### config.mk
export PLATFORM = sky130hd
export DESIGN_NAME = alu_arb_flat
export DESIGN_NICKNAME = d
export VERILOG_FILES = /design/src/rtl/alu_arb_if.sv /design/src/rtl/alu_arb.sv /design/src/flat_wrapper.sv
export SDC_FILE = /design/constraint.sdc
export NUM_CORES = 1
export LEC_CHECK = 0
export CAP_MARGIN = 20
export CORE_MARGIN = 2
export CORE_UTILIZATION = 25
export DETAILED_ROUTE_END_ITERATION = 10
export SLEW_MARGIN = 20
export SYNTH_ARGS = -nofsm -noshare
export SYNTH_HDL_FRONTEND = slang
export SYNTH_SLANG_ARGS = --single-unit
### constraint.sdc
create_clock -name clk -period 2.2 [get_ports clk]
set_input_delay 0.44 -clock clk [delete_from_list [all_inputs] [get_ports clk]]
set_output_delay 0.44 -clock clk [all_outputs]
set_load 0.05 [all_outputs]
### src/rtl/alu_arb_if.sv
// Shared ALU bus between the arbiter and the external ALU.
// The arbiter drives select and operands; the ALU returns the result and MSB.
interface alu_arb_if;
   logic [2:0]  alu_sel;
   logic [31:0] alu_rs1;
   logic [31:0] alu_rs2;
   logic [31:0] alu_sal;
   logic        alu_msb;

   modport master (
      output alu_sel,
      output alu_rs1,
      output alu_rs2,
      input  alu_sal,
      input  alu_msb
   );

   modport slave (
      input  alu_sel,
      input  alu_rs1,
      input  alu_rs2,
      output alu_sal,
      output alu_msb
   );
endinterface

### src/rtl/alu_arb.sv
// Two-requester round-robin arbiter in front of a shared external ALU.
// Fixed three-cycle turnaround: grant, execute, respond.
module alu_arb #(
   parameter bit RR_INIT = 1'b0,
   parameter int CNT_W   = 16
) (
   input  logic             clk,
   input  logic             rst_n,
   input  logic             req_a,
   input  logic             req_b,
   input  logic [2:0]       op_a,
   input  logic [2:0]       op_b,
   input  logic [31:0]      a_a,
   input  logic [31:0]      b_a,
   input  logic [31:0]      a_b,
   input  logic [31:0]      b_b,
   output logic             gnt_a,
   output logic             gnt_b,
   output logic             done_a,
   output logic             done_b,
   output logic [31:0]      res,
   output logic             msb,
   output logic             busy,
   output logic [CNT_W-1:0] cnt_a,
   output logic [CNT_W-1:0] cnt_b,
   alu_arb_if.master        alu
);

   typedef enum logic [1:0] {
      IDLE,
      EXEC,
      RESP
   } state_t;

   localparam logic [CNT_W-1:0] ONE = {{(CNT_W-1){1'b0}}, 1'b1};

   state_t      state;
   state_t      state_nx;
   logic        last_b;
   logic        own_b;
   logic [2:0]  sel_q;
   logic [31:0] rs1_q;
   logic [31:0] rs2_q;
   logic        pick_a;
   logic        pick_b;

   // last_b set means B won most recently, so A takes the next tie
   assign pick_a = req_a & (~req_b | last_b);
   assign pick_b = req_b & (~req_a | ~last_b);

   always_comb begin
      state_nx = state;
      gnt_a    = 1'b0;
      gnt_b    = 1'b0;
      done_a   = 1'b0;
      done_b   = 1'b0;
      unique case (state)
         IDLE: begin
            if (rst_n && (req_a || req_b)) begin
               gnt_a    = pick_a;
               gnt_b    = pick_b;
               state_nx = EXEC;
            end
         end
         EXEC: state_nx = RESP;
         RESP: begin
            state_nx = IDLE;
            done_a   = rst_n & ~own_b;
            done_b   = rst_n & own_b;
         end
         default: state_nx = IDLE;
      endcase
   end

   assign busy = rst_n && (state != IDLE);

   assign alu.alu_sel = sel_q;
   assign alu.alu_rs1 = rs1_q;
   assign alu.alu_rs2 = rs2_q;

   always_ff @(posedge clk) begin
      if (!rst_n) begin
         state  <= IDLE;
         last_b <= ~RR_INIT;
         own_b  <= 1'b0;
         sel_q  <= 3'd0;
         rs1_q  <= 32'd0;
         rs2_q  <= 32'd0;
         res    <= 32'd0;
         msb    <= 1'b0;
         cnt_a  <= '0;
         cnt_b  <= '0;
      end else begin
         state <= state_nx;
         if (gnt_a || gnt_b) begin
            last_b <= gnt_b;
            own_b  <= gnt_b;
            sel_q  <= gnt_b ? op_b : op_a;
            rs1_q  <= gnt_b ? a_b : a_a;
            rs2_q  <= gnt_b ? b_b : b_a;
         end
         if (state == EXEC) begin
            res <= alu.alu_sal;
            msb <= alu.alu_msb;
         end
         if (gnt_a && (cnt_a != '1)) cnt_a <= cnt_a + ONE;
         if (gnt_b && (cnt_b != '1)) cnt_b <= cnt_b + ONE;
      end
   end

endmodule

### src/flat_wrapper.sv
// flat-port wrapper written by rule: the top's interface ports become plain ports
module alu_arb_flat 
#(
   parameter bit RR_INIT = 1'b0,
   parameter int CNT_W   = 16
)
  (clk, rst_n, req_a, req_b, op_a, op_b, a_a, b_a, a_b, b_b, gnt_a, gnt_b, done_a, done_b, res, msb, busy, cnt_a, cnt_b, alu_alu_sel, alu_alu_rs1, alu_alu_rs2, alu_alu_sal, alu_alu_msb);
  alu_arb_if alu_i ();
  input  logic clk;
  input  logic rst_n;
  input  logic req_a;
  input  logic req_b;
  input  logic [2:0] op_a;
  input  logic [2:0] op_b;
  input  logic [31:0] a_a;
  input  logic [31:0] b_a;
  input  logic [31:0] a_b;
  input  logic [31:0] b_b;
  output logic gnt_a;
  output logic gnt_b;
  output logic done_a;
  output logic done_b;
  output logic [31:0] res;
  output logic msb;
  output logic busy;
  output logic [CNT_W-1:0] cnt_a;
  output logic [CNT_W-1:0] cnt_b;
  output wire logic [$bits(alu_i.alu_sel)-1:0] alu_alu_sel;
  output wire logic [$bits(alu_i.alu_rs1)-1:0] alu_alu_rs1;
  output wire logic [$bits(alu_i.alu_rs2)-1:0] alu_alu_rs2;
  input wire logic [$bits(alu_i.alu_sal)-1:0] alu_alu_sal;
  input wire logic [$bits(alu_i.alu_msb)-1:0] alu_alu_msb;
  assign alu_alu_sel = alu_i.alu_sel;
  assign alu_alu_rs1 = alu_i.alu_rs1;
  assign alu_alu_rs2 = alu_i.alu_rs2;
  assign alu_i.alu_sal = alu_alu_sal;
  assign alu_i.alu_msb = alu_alu_msb;
  alu_arb #(.RR_INIT(RR_INIT), .CNT_W(CNT_W)) u_core (.clk(clk), .rst_n(rst_n), .req_a(req_a), .req_b(req_b), .op_a(op_a), .op_b(op_b), .a_a(a_a), .b_a(b_a), .a_b(a_b), .b_b(b_b), .gnt_a(gnt_a), .gnt_b(gnt_b), .done_a(done_a), .done_b(done_b), .res(res), .msb(msb), .busy(busy), .cnt_a(cnt_a), .cnt_b(cnt_b), .alu(alu_i));
endmodule
* After elaboration in Yosys (flattened, before gate mapping)
Index checks and enable logic that the tools add are counted.
Widths: inputs -> output; s select.
** Word-level totals
- Bits in registers :: 136
- Bits in latches :: 0
- Bits in writable memories :: 0
- Memory bits (read-only) :: 0
- Bits of input ports :: 171
- Output and inout port bits :: 137
- Logic and storage cells :: 46
- Memories :: 0
** Cells by class
- Add/sub/neg operators :: 2
- Multiply operators :: 0
- Div/mod/pow operators :: 0
- $lt $le $gt $ge :: 0
- Equal/unequal tests :: 5
- Shift-type cells :: 0
- Multiplexer cells :: 11
- Bitwise logic cells :: 10
- Reductions and logical operators :: 8
** Operator list (number)
- $mux 32 :: 2
- $add 16x1->16 const B :: 2
- $ne 16x16->1 const B :: 2
- $mux 1 :: 6
- $and 1x1->1 :: 4
- $logic_and 1x1->1 :: 4
- $not 1->1 :: 4
- $pmux 2 s2 :: 1
- $mux 3 :: 1
- $eq 2x1->1 const B :: 1
- $eq 2x2->1 const B :: 1
- $logic_not 2->1 :: 1
- $logic_or 1x1->1 :: 2
- $mux 2 :: 1
- $ne 2x1->1 const B :: 1
- $or 1x1->1 :: 2
- $reduce_bool 2->1 :: 1

* Depth between registers and ports, before layout
Gate-level depths: netlist (run 1).
- Depth in word-level cells :: 6
- Mapped depth :: 7
- Mapped depth without buffers :: 6

* Least setup slack after synthesis (run 1)
No wires, ideal clock.
- Kind :: flip-flop to flip-flop
- From :: reg u_core.cnt_b[0]
- To :: reg u_core.cnt_b[4]
- Setup time :: 0.150 ns
- Arrival time :: 2.059 ns
- Data required time :: 2.050 ns
- Path slack :: -0.009 ns
- Stages on the path, launching flop included :: 8
- Path buffers :: 1
- Clock period less this slack :: 2.209 ns
- Cells stage by stage :: dfxtp_1 > ha_1 > nand4_1 > or2_2 > o21a_1 > clkbuf_1 > and4_1 > mux2i_1
** On the way
- Longest elaborated chain between the ends :: 2
- Elaborated cells between the ends (all ways) :: 3
- Those cells by class :: add/sub: 1; eq/ne: 1; reduce/logical: 1
** RTL lines
- start: declaration :: line alu_arb.sv:25 : output logic [CNT_W-1:0] cnt_b,
- start signal: assignment :: line alu_arb.sv:107 : if (gnt_b && (cnt_b != '1)) cnt_b <= cnt_b + ONE;
- parallel branches: the longest is 2 deep, another holds $add 16x1->16
Parallel ways; which one is timed is not known.
A chain may end at the register's enable or synchronous reset.

* Worst setup path in the final report (run 1)
- From :: reg u_core.cnt_b[2]
- To :: out cnt_b[2]
** RTL lines
- end: declaration :: line flat_wrapper.sv:27 : output logic [CNT_W-1:0] cnt_b;
No word-level cell between the ends.

==> flow_metrics.py, run 1 <==
metrics = {
    "detailed_routing": {
        "route.vias.total": 5663,
        "postRouteAntennaNets": 0,
        "wl_per_cell_microns": 16.4,
        "postRouteWirelength_microns": 19300,
        "firstDrtPassIters": 7,
        "route.detailed.drc": 0,
        "initialDrtViolationCount": 474,
        "vias_per_cell": 4.82,
    },
    "setup_path": {
        "critical_path.endpoint_type": "output port",
        "critical_path.max_stage_delay_ps": 850,
        "startpoint_class_of_the_critical_path": "flop",
        "worst-endpoint-arrival_ps": 1700,
        "critical_path_required_ps": 1760,
        "family_with_the_most_delay_on_the_worst_path": "buffers and inverters",
        "reg2regPathDepth": 7,
        "path_class": "reg -> out",
        "cells_along_the_critical_path": "clkdlybuf4s50_1",
        "cp_num_buf_inv": 1,
        "critical_path.slowest_cell": "clkdlybuf4s50_1",
        "crit_path_max_fanout": 7,
        "total_stage_count_of_the_critical_path": 1,
    },
    "placement": {
        "post-dp-hpwl_microns": 13600,
        "io_buffer_count": 307,
        "post-place-cells": 1141,
        "finalWeightedCongestion": 0.757,
        "placement.cell_area_sq_mm": 0.00888,
    },
    "clock_tree": {
        "cts.htree.levels": 4,
        "cts_inserted_buffers": 17,
        "cts_buffer_depth": 2,
        "worst_setup_hold_path_clk_slew_ps": 60,
        "ctsHoldBuffers": 0,
        "cts_sinks": 136,
        "cts.root.buffer_cell": "clkbuf_16",
        "tritoncts": "yes",
        "worst_skew_pair_latency_ps": 410,
    },
    "outcome": {
        "status": "finished, final reports clean",
    },
    "floorplan": {
        "die-area_sq_mm": 0.0221,
        "design.core.area_sq_mm": 0.0204,
        "boundary_pins": 308,
        "chipWidth_microns": 149,
        "number_of_core_rows": 52,
        "initial_utilization": 0.256,
        "die_h_microns": 149,
    },
    "pwr": {
        "netSwitchingPower_w": 0.00201,
        "pwr-share-seq": 0.374,
        "p_comb_frac": 0.211,
        "vdd_drop_max_mv": 0.452,
        "cellLeakagePower_nw": 3.61,
        "power-per-cell-area_mw_per_mm2": 750,
        "intPower_w": 0.00512,
        "total_power_w": 0.00713,
        "power.switching_fraction": 0.282,
        "power.share.clock": 0.415,
    },
    "synth": {
        "synth-xor-area-share": 0.0151,
        "muxShareOfSynthArea": 0.0287,
        "synth_ff_type": "dfxtp_1",
        "synth-compound-area-share": 0.191,
        "synthCells": 576,
        "dominant_combinational_cell_family_by_area_after_synthesis": "simple AND/OR/NAND/NOR gates",
        "yosys_warnings": 0,
        "synth.cell_area_sq_mm": 0.00524,
        "synth_cell_types": 38,
        "synth_nets": 749,
        "synth_simple_gate_area_frac": 0.200,
        "synth-async-reset-ratio": 0,
        "yosysSeqAreaShare": 0.520,
        "edff_count_synth": 0,
        "adder_and_majority_cell_fraction_of_the_synthesized_area": 0.00478,
        "synth.avg_cell_area_sq_um": 9.09,
        "register_bit_count_reported_by_yosys": 136,
    },
    "sta": {
        "slew_headroom": 0.608,
        "worst_pin_slew_ps": 588,
        "clock_skew_ps": 6.90,
        "fin_setup_tns_ps": 0,
        "final_worst_path_period_share": 0.973,
        "max_freq_mhz": 467,
        "final_hold_viol_count": 0,
        "rsz0062_at_grt": "no",
        "fin_worst_hold_slack_ps": 452,
        "setup_viol_count_final": 0,
        "finalWorstPathRequiredPeriod_ps": 2140,
        "slew_violations": 0,
    },
    "cells_and_area": {
        "flow.area_growth_from_synthesis_pct": 81.6,
        "insertedDiodeCount": 0,
        "final_design_area_no_fill_sq_mm": 0.00951,
        "nets": 1064,
        "mostFrequentLayoutCells": "clkdlybuf4s50_1, dfxtp_1, nand2_1",
        "finalNonFillerCells": 1174,
        "commonest_non_fill_non_tap_cell_in_the_layout": "clkdlybuf4s50_1",
        "layout-drive-gt1-share": 0.0929,
    },
    "worst_hold_path": {
        "holdCritPathClass": "reg -> reg",
        "hold_depth": 2,
    },
    "grt": {
        "globalRouteMet1Util": 0.204,
        "global_routing_usage_summed_across_all_routing_layers": 0.169,
        "grt_first_pass_wirelength_microns": 29700,
        "grt_overflow_total": 0,
        "grt_start_max_net_pins": 51,
        "grtUsageMet2": 0.277,
        "met3_usage": 0.0593,
        "antenna_found_initial": 0,
        "first_global_vias": 5587,
        "grt-busiest-layer": "met2",
    },
    "flow_run": {
        "cap_viol_max_count": 0,
    },
}
==> worst min-delay path: stages, from the launching register on <==
cell and delay [ps]:
dfxtp_1 310, nand2_1 50, a21oi_1 50
==> repair_timing <==
| action | CTS | global route |
|---|---|---|
| endpoints found under the hold margin | 0 | 0 |
| endpoints found under the setup margin | 2 | 2 |
| gates resized for setup | 3 | 2 |
| setup buffers | 1 | 0 |
==> cell type report <==
cell class / instances / area, sq um
Timing Repair Buffer: 345 / 3500
Multi-Input combinational cell: 387 / 2330
Sequential cell: 136 / 2720
Clock inverter: 11 / 146
Clock buffer: 21 / 460
Inverter: 4 / 16.3
Tap cell: 270 / 338
Fill cell: 1993 / 10900
==> stage by stage <==
step                      setup WS, ps   util
after floorplan                   2.67      -
after global placement           -75.2  0.435
after detailed placement         -77.9  0.435
after CTS                         30.5  0.465
after global routing              3.11  0.466
final                             59.1  0.466
==> layer usage <==
metal  wire [microns]  part of all wire
met5                0                 0
met4              456             0.024
met3             1660             0.086
met2             9350              0.48
met1             7840              0.41
==> synthesized netlist by cell type (all sizes together) (8+ instances only) <==
cell type | n | share of area
buf | 14 | 0.012
and3 | 11 | 0.013
clkbuf | 35 | 0.025
nand2b | 8 | 0.0096
nand2 | 92 | 0.066
dfxtp | 136 | 0.52
nand3 | 11 | 0.011
a222oi | 67 | 0.13
nor2 | 88 | 0.063
nand4 | 11 | 0.013
mux2i | 15 | 0.029
a21oi | 38 | 0.036
==> logic make-up (layout without fill, tap and decap cells) <==
logic type | count (synthesis) | after routing
simple gates | 238 | 238
flops | 136 | 136
compound gates | 123 | 123
buf+inv | 53 | 381
mux | 15 | 15
xor+xnor | 9 | 9
fa+ha+maj | 2 | 2
==> worst paths after layout <==
kind | startpoint | to | slack (ps)
max reg2reg | u_core.cnt_b[1]$_SDFFE_PN0P_ | u_core.cnt_b[6]$_SDFFE_PN0P_ | 370
min | u_core.res[3]$_SDFFE_PN0N_ | u_core.res[3]$_SDFFE_PN0N_ | 450
min reg2reg | u_core.res[3]$_SDFFE_PN0N_ | u_core.res[3]$_SDFFE_PN0N_ | 450
max | u_core.cnt_b[2]$_SDFFE_PN0P_ | cnt_b[2] | 60
==> sequential cells by signal (all words and copies together) (netlist names) <==
| name | count |
|---|---|
| u_core.cnt_a | 16 |
| u_core.alu.alu_rs2 | 32 |
| u_core.last_b | 1 |
| u_core.state | 2 |
| u_core.msb | 1 |
| u_core.cnt_b | 16 |
| u_core.res | 32 |
| u_core.alu.alu_rs1 | 32 |
| u_core.own_b | 1 |
| u_core.alu.alu_sel | 3 |
==> power by group through the flow <==
stage	combinational, W	clock, W	sequential [W]
5_1_grt	0.00159	0.00315	0.00269
4_1_cts	0.00152	0.00305	0.00267
2_1_floorplan	0.000346	0	0.00314
6_report	0.00150	0.00296	0.00267
3_3_place_gp	0.00151	0	0.00272
3_5_place_dp	0.00151	0	0.00272
No activity file was read; power rests on OpenSTA's default activity.
==> inputs of run 2 (changes only) <==
--- a/config.mk
+++ b/config.mk
@@ -5,6 +5,7 @@
 export SDC_FILE = /design/constraint.sdc
 export NUM_CORES = 1
 export LEC_CHECK = 0
+export ABC_CLOCK_PERIOD_IN_PS = 2200
 export CAP_MARGIN = 20
 export CORE_MARGIN = 2
 export CORE_UTILIZATION = 25
==> results of run 2 <==
The final DEF is identical to that of run 1; final timing and power are the same.
